[src/rtl/audio_i2s_tx.sv]
// audio_i2s_tx: stereo I2S / left-justified serial transmitter.
// A one-deep holding register accepts sample pairs; each frame start loads the
// held pair (or repeats the previous one on underrun) into a frame shift
// register that is clocked out on falling edges of the generated bit clock.
// Optional feature: define AUDIO_I2S_MIX_EN to build the centred L/R mix.
module audio_i2s_tx #(
  parameter int SAMPLE_W = 15,
  parameter int SLOT_W   = 16,
  parameter int BCLK_DIV = 4,
  parameter int MODE     = 0
) (
  input  logic                clk,
  input  logic                rst_n,
  input  logic                exchan,
  input  logic                mix,
  input  logic                in_valid,
  output logic                in_ready,
  input  logic [SAMPLE_W-1:0] in_l,
  input  logic [SAMPLE_W-1:0] in_r,
  output logic                aud_bclk,
  output logic                aud_lrclk,
  output logic                aud_dat,
  output logic                underrun
);

  localparam int FRAME_W = 2 * SLOT_W;
  localparam int DIV_W   = $clog2(BCLK_DIV);
  localparam int BIT_W   = $clog2(FRAME_W);

  // Bit clock generation and frame position
  logic [DIV_W-1:0] div_q, div_d;
  logic             bclk_q, bclk_d;
  logic [BIT_W-1:0] bit_q, bit_d;
  logic             lrclk_q, lrclk_d;
  logic             dat_q, dat_d;
  logic [FRAME_W-1:0] shift_q, shift_d;

  // Sample storage
  logic [SAMPLE_W-1:0] prev_l_q, prev_l_d, prev_r_q, prev_r_d;
  logic [SAMPLE_W-1:0] hold_l_q, hold_l_d, hold_r_q, hold_r_d;
  logic                full_q, full_d;
  logic                ready_q, ready_d;
  logic                underrun_q, underrun_d;

  // Event strobes
  logic div_wrap, fall, frame_start, fs_next, accept;
  logic [BIT_W-1:0] bit_nxt;

  // Pair presented at the next load, after exchan/mix
  logic [SAMPLE_W-1:0] pair_a, pair_b, mix_l, mix_r, load_l, load_r;
  logic [FRAME_W-1:0]  new_frame;

  // Place a sample MSB-first at the top of its slot, zero-filling the tail.
  function automatic logic [SLOT_W-1:0] to_slot(input logic [SAMPLE_W-1:0] s);
    to_slot = SLOT_W'(s) << (SLOT_W - SAMPLE_W);
  endfunction

  // Decode divider wrap, bclk falling edge and frame boundaries
  always_comb begin
    div_wrap    = (div_q == DIV_W'(BCLK_DIV - 1));
    fall        = div_wrap && bclk_q;
    frame_start = fall && (bit_q == BIT_W'(FRAME_W - 1));
    // Cycle just before a frame start: drop in_ready so nothing is accepted on it.
    fs_next     = bclk_q && (bit_q == BIT_W'(FRAME_W - 1)) &&
                  (div_q == DIV_W'(BCLK_DIV - 2));
    accept      = in_valid && ready_q;
    bit_nxt     = (bit_q == BIT_W'(FRAME_W - 1)) ? '0 : bit_q + BIT_W'(1);
  end

  // Channel swap and optional centred mix of the held pair
  always_comb begin
    pair_a = exchan ? hold_r_q : hold_l_q;
    pair_b = exchan ? hold_l_q : hold_r_q;
    mix_l  = pair_a;
    mix_r  = pair_b;
`ifdef AUDIO_I2S_MIX_EN
    if (mix) begin
      logic signed [SAMPLE_W+1:0] ext_a, ext_b, sum_l, sum_r;
      ext_a = {{2{pair_a[SAMPLE_W-1]}}, pair_a};
      ext_b = {{2{pair_b[SAMPLE_W-1]}}, pair_b};
      sum_l = (ext_a <<< 1) + ext_a + ext_b;
      sum_r = (ext_b <<< 1) + ext_b + ext_a;
      // Dropping the two LSBs is the arithmetic >>> 2; the range cannot overflow.
      mix_l = sum_l[SAMPLE_W+1:2];
      mix_r = sum_r[SAMPLE_W+1:2];
    end
`endif
    load_l    = full_q ? mix_l : prev_l_q;
    load_r    = full_q ? mix_r : prev_r_q;
    new_frame = {to_slot(load_l), to_slot(load_r)};
  end

`ifndef AUDIO_I2S_MIX_EN
  logic unused_mix;
  assign unused_mix = mix;
`endif

  // Next-state logic for the serializer, holding register and handshake
  always_comb begin
    // NOTE: every variable gets a default first so no path infers a latch.
    div_d      = div_wrap ? '0 : div_q + DIV_W'(1);
    bclk_d     = div_wrap ? ~bclk_q : bclk_q;
    bit_d      = bit_q;
    lrclk_d    = lrclk_q;
    dat_d      = dat_q;
    shift_d    = shift_q;
    prev_l_d   = prev_l_q;
    prev_r_d   = prev_r_q;
    hold_l_d   = hold_l_q;
    hold_r_d   = hold_r_q;
    full_d     = full_q;
    underrun_d = frame_start && !full_q;

    if (fall) begin
      bit_d   = bit_nxt;
      lrclk_d = (bit_nxt >= BIT_W'(SLOT_W));
      if (frame_start) begin
        prev_l_d = load_l;
        prev_r_d = load_r;
        if (MODE == 1) begin
          dat_d   = new_frame[FRAME_W-1];
          shift_d = new_frame << 1;
        end else begin
          // The old right-slot LSB still occupies the first bit time.
          dat_d   = shift_q[FRAME_W-1];
          shift_d = new_frame;
        end
      end else begin
        dat_d   = shift_q[FRAME_W-1];
        shift_d = shift_q << 1;
      end
    end

    if (frame_start) begin
      full_d = 1'b0;
    end else if (accept) begin
      full_d   = 1'b1;
      hold_l_d = in_l;
      hold_r_d = in_r;
    end

    ready_d = !full_d && !fs_next;
  end

  // Control and output registers with synchronous reset
  always_ff @(posedge clk) begin
    // NOTE: sequential state uses non-blocking assignments so all flops update together.
    if (!rst_n) begin
      div_q      <= '0;
      bclk_q     <= 1'b0;
      bit_q      <= '0;
      lrclk_q    <= 1'b0;
      dat_q      <= 1'b0;
      shift_q    <= '0;
      prev_l_q   <= '0;
      prev_r_q   <= '0;
      full_q     <= 1'b0;
      ready_q    <= 1'b1;
      underrun_q <= 1'b0;
    end else begin
      div_q      <= div_d;
      bclk_q     <= bclk_d;
      bit_q      <= bit_d;
      lrclk_q    <= lrclk_d;
      dat_q      <= dat_d;
      shift_q    <= shift_d;
      prev_l_q   <= prev_l_d;
      prev_r_q   <= prev_r_d;
      full_q     <= full_d;
      ready_q    <= ready_d;
      underrun_q <= underrun_d;
    end
  end

  // Holding data registers, qualified by full_q
  always_ff @(posedge clk) begin
    // NOTE: data-only storage needs no reset; full_q marks whether it is meaningful.
    hold_l_q <= hold_l_d;
    hold_r_q <= hold_r_d;
  end

  assign in_ready  = ready_q;
  assign aud_bclk  = bclk_q;
  assign aud_lrclk = lrclk_q;
  assign aud_dat   = dat_q;
  assign underrun  = underrun_q;

endmodule

[config.mk]
export PLATFORM = sky130hd
export DESIGN_NAME = audio_i2s_tx
export DESIGN_NICKNAME = d
export VERILOG_FILES = /design/src/rtl/audio_i2s_tx.sv
export SDC_FILE = /design/constraint.sdc
export NUM_CORES = 1
export LEC_CHECK = 0
export BUFFER_PORTS_ARGS = -buffer_cell sky130_fd_sc_hd__buf_2
export CAP_MARGIN = 5
export CORE_UTILIZATION = 53
export DETAILED_ROUTE_END_ITERATION = 7
export PLACE_DENSITY = 0.75
export RECOVER_POWER = 100
export SLEW_MARGIN = 20
export SYNTH_ARGS = -nofsm -noshare
export SYNTH_HDL_FRONTEND = slang
export SYNTH_SLANG_ARGS = --single-unit
[constraint.sdc]
create_clock -name clk -period 2.49 [get_ports clk]
set_input_delay 0.249 -clock clk [delete_from_list [all_inputs] [get_ports clk]]
set_output_delay 0.249 -clock clk [all_outputs]
set_load 0.05 [all_outputs]
==> results.cfg <==
[timing]
fin_crit_sh = 0.883
worst_slew_pin_slew_ns = 0.836
finalHoldViolCount = 0
rsz0062_at_grt = no
worst_slack_ns = 0.291
slew_violations = 0
fin_tns_setup_ns = 0
setup_viol = 0
min_period_ns = 2.20
clock_skew_ns = 0.0105
slew-limit-headroom = 0.443
timing.fmax_ghz = 0.455

[global_routing]
grt.overflow.total = 0
antenna_found_initial = 0
grt_max_degree = 63
grt_pass1_wl_microns = 14400
track_usage = 0.214
grt_pass1_vias = 3098

[critical_path]
slowest_stage = dfxtp_1
crit_fanout = 30
cpMostUsedCell = and3_1
end_kind = flip-flop
worstSetupPathType = reg -> reg
crit_arrival_ns = 2.25
critical-path-max-stage-delay_ns = 0.41
cp.required_ns = 2.54
path_cells = ha_1 -> and3_1 -> ha_2 -> nand3_1 -> and3_1 -> clkbuf_4
worst_setup_path_start_kind = flip-flop

[clock_network]
cts_buffers = 9
max-clock-path-buffers = 2
cts_resized = 0
cts_setup_buffers = 0
tritoncts = yes
root_buffer = clkbuf_8
clock_sink_count = 103
hold_buffers = 0
clkLatencyLatePin_ns = 0.36
h-tree-depth = 3
clk_pin_slew_worst_paths_ns = 0.09

[routing]
first_iter_violations = 169
vias_per_cell = 5.80
avgRoutedWirePerCell_microns = 15.5
wirelength_microns = 8620
vias = 3227
drt-pass1-iter-count = 4
route.detailed.drc = 0
ant_nets = 0

[synthesis]
ys_top_cells_by_area = dfxtp_1, edfxtp_1, o221a_1, mux2i_1, o211a_1
synth.mux.area_fraction = 0.0671
synthXorXnorAreaFrac = 0.00196
synth_top_family_by_area = compound AO/OA/AOI/OAI gates
yosys_warnings = 0
yosysSeqAreaShare = 0.528
yosys.area_share.simple = 0.0615
syn_avg_cell_area_sq_um = 10.5
yosysMostFrequentCell = dfxtp_1
ys_seq_elements = 103
syn_area_sq_mm = 0.00448
yosysTopAreaCellShare = 0.326
ys.flop_type = dfxtp_1
netlist_instances = 428
syn-num-nets = 467
synth_edf_count = 30
synthAdderAreaFrac = 0.0112
synth_common_cells = dfxtp_1, nand2_1, o21ai_0
synth_top_area_cell = dfxtp_1
synth_cell_type_count = 32
synth_compound_area_frac = 0.259
ys_async_sr_fraction = 0

[placement]
post-dp-hpwl_microns = 5420
dp.cells = 540
dpl-instance-area_sq_mm = 0.00471
port_buffers = 38
dp_slack_ns = 0.362
gp_congestion = 0.765

[min_path]
min_path_type = in -> reg

[power_and_ir_drop]
power_leakage_nw = 2.10
p_int_mw = 2.51
p_sw_frac = 0.217
pwr-share-clk = 0.378
p_total_mw = 3.20
irDropWorstVdd_mv = 0.416
pwr-share-seq = 0.562
comb_power_share = 0.060
netSwitchingPower_uw = 695
cellPowerDensity_mw_per_mm2 = 649

[floorplanning]
start_util = 0.545
die_x_microns = 93.9
rows = 33
io_pins = 40
die_area_sq_mm = 0.00882
coreArea_sq_mm = 0.00822
die_h_microns = 93.9

[cells_and_area]
layout-drive-gt1-share = 0.126
post-route-cell-area_sq_mm = 0.00494
area_delta_synth_final_pct = 10.3
num_antenna_cells = 0
layout.cells.non_filler = 556
fill_cells = 666
nNetsFinal = 485

[flow_run]
drv_cap = 0

[run_status]
status = completed
power groups by stage:
stage / sequential [mW] / clock [mW] / combinational [mW]
3_3_place_gp: 1.83 / 0 / 0.188
3_5_place_dp: 1.84 / 0 / 0.195
2_1_floorplan: 1.84 / 0 / 0.126
4_1_cts: 1.80 / 1.24 / 0.196
5_1_grt: 1.81 / 1.30 / 0.210
6_report: 1.80 / 1.21 / 0.193
flip-flops by register name, indices dropped and copies added (netlist names):
| register | flops |
|---|---|
| shift_q | 31 |
| hold_l_q | 15 |
| hold_r_q | 15 |
| prev_l_q | 15 |
| prev_r_q | 15 |
| bit_q | 5 |
| div_q | 2 |
| aud_bclk | 1 |
| aud_dat | 1 |
| full_q | 1 |
| in_ready | 1 |
| underrun | 1 |
per-layer routing:
metal	share of wire	global-route usage	vias up
li1	-	-	1602
met1	0.43	0.255	1541
met2	0.51	0.369	68
met3	0.037	0.0461	16
met4	0.020	0.0949	0
met5	0	0	-
placed cells by master (no fill, tap or decap), drive strengths merged:
| master | instances |
|---|---|
| dfxtp | 73 |
| o21ai | 61 |
| nand2 | 39 |
| buf | 39 |
| a21oi | 32 |
| inv | 31 |
| mux2i | 30 |
| o221a | 30 |
| edfxtp | 30 |
| o211a | 29 |
| clkbuf | 18 |
| a21boi | 7 |
| nor2 | 4 |
| ha | 4 |
| and3 | 3 |
| bufinv | 3 |
| and2 | 3 |
| nand3 | 2 |
| clkinv | 2 |
| nand2b | 1 |
| or4 | 1 |
| a31oi | 1 |
| or4b | 1 |
| nor4bb | 1 |
| nor2b | 1 |
| and4 | 1 |
| nand3b | 1 |
| a211o | 1 |
| xor2 | 1 |
| nor3b | 1 |
path summary, 6_finish.rpt:
| kind | startpoint | endpoint | slack (ns) | depth (start not counted) |
|---|---|---|---|---|
| worst min-delay path | in_l[8] | hold_l_q[8] | 0.05 | 1 |
| worst max register to register | bit_q[0] | hold_l_q[5] | 0.29 | 6 |
| worst max-delay path | bit_q[0] | hold_l_q[5] | 0.29 | 6 |
| worst min register to register | div_q[0] | div_q[0] | 0.47 | 1 |
critical path: cells and delay by family, from the launching register on:
kind | cells | cell delay (ns)
buffers and inverters | 1 | 0.32
adders and majority gates | 2 | 0.54
DFF | 1 | 0.41
and+or+nand+nor | 3 | 0.61
logic make-up (layout without fill, tap and decap cells):
| kind of cell | count (synthesis) | count (layout) |
|---|---|---|
| flops | 103 | 103 |
| buf+inv | 70 | 93 |
| mux | 30 | 30 |
| xor+xnor | 1 | 1 |
| fa+ha+maj | 4 | 4 |
| compound gates | 161 | 161 |
| simple gates | 59 | 59 |
metrics by stage:
| stage | util | hold WS [ns] |
|---|---|---|
| floorplan | - | 0.348 |
| global placement | 0.574 | 0.426 |
| detailed placement | 0.574 | 0.427 |
| CTS | 0.602 | 0.0326 |
| global route | 0.601 | 0.0288 |
| finish | 0.601 | 0.0519 |
cell type report:
cell class              count  area (sq um)  share of cell area
clock buffers              10           128              0.0258
clock inverters             6           106              0.0215
inverters                  30           113              0.0228
multi-input cells         255          1800               0.364
flip-flops and latches    103          2360               0.478
well taps                 105           131              0.0266
repair buffers             47           298              0.0603
Note: power is estimated with default switching activity, not from simulation.
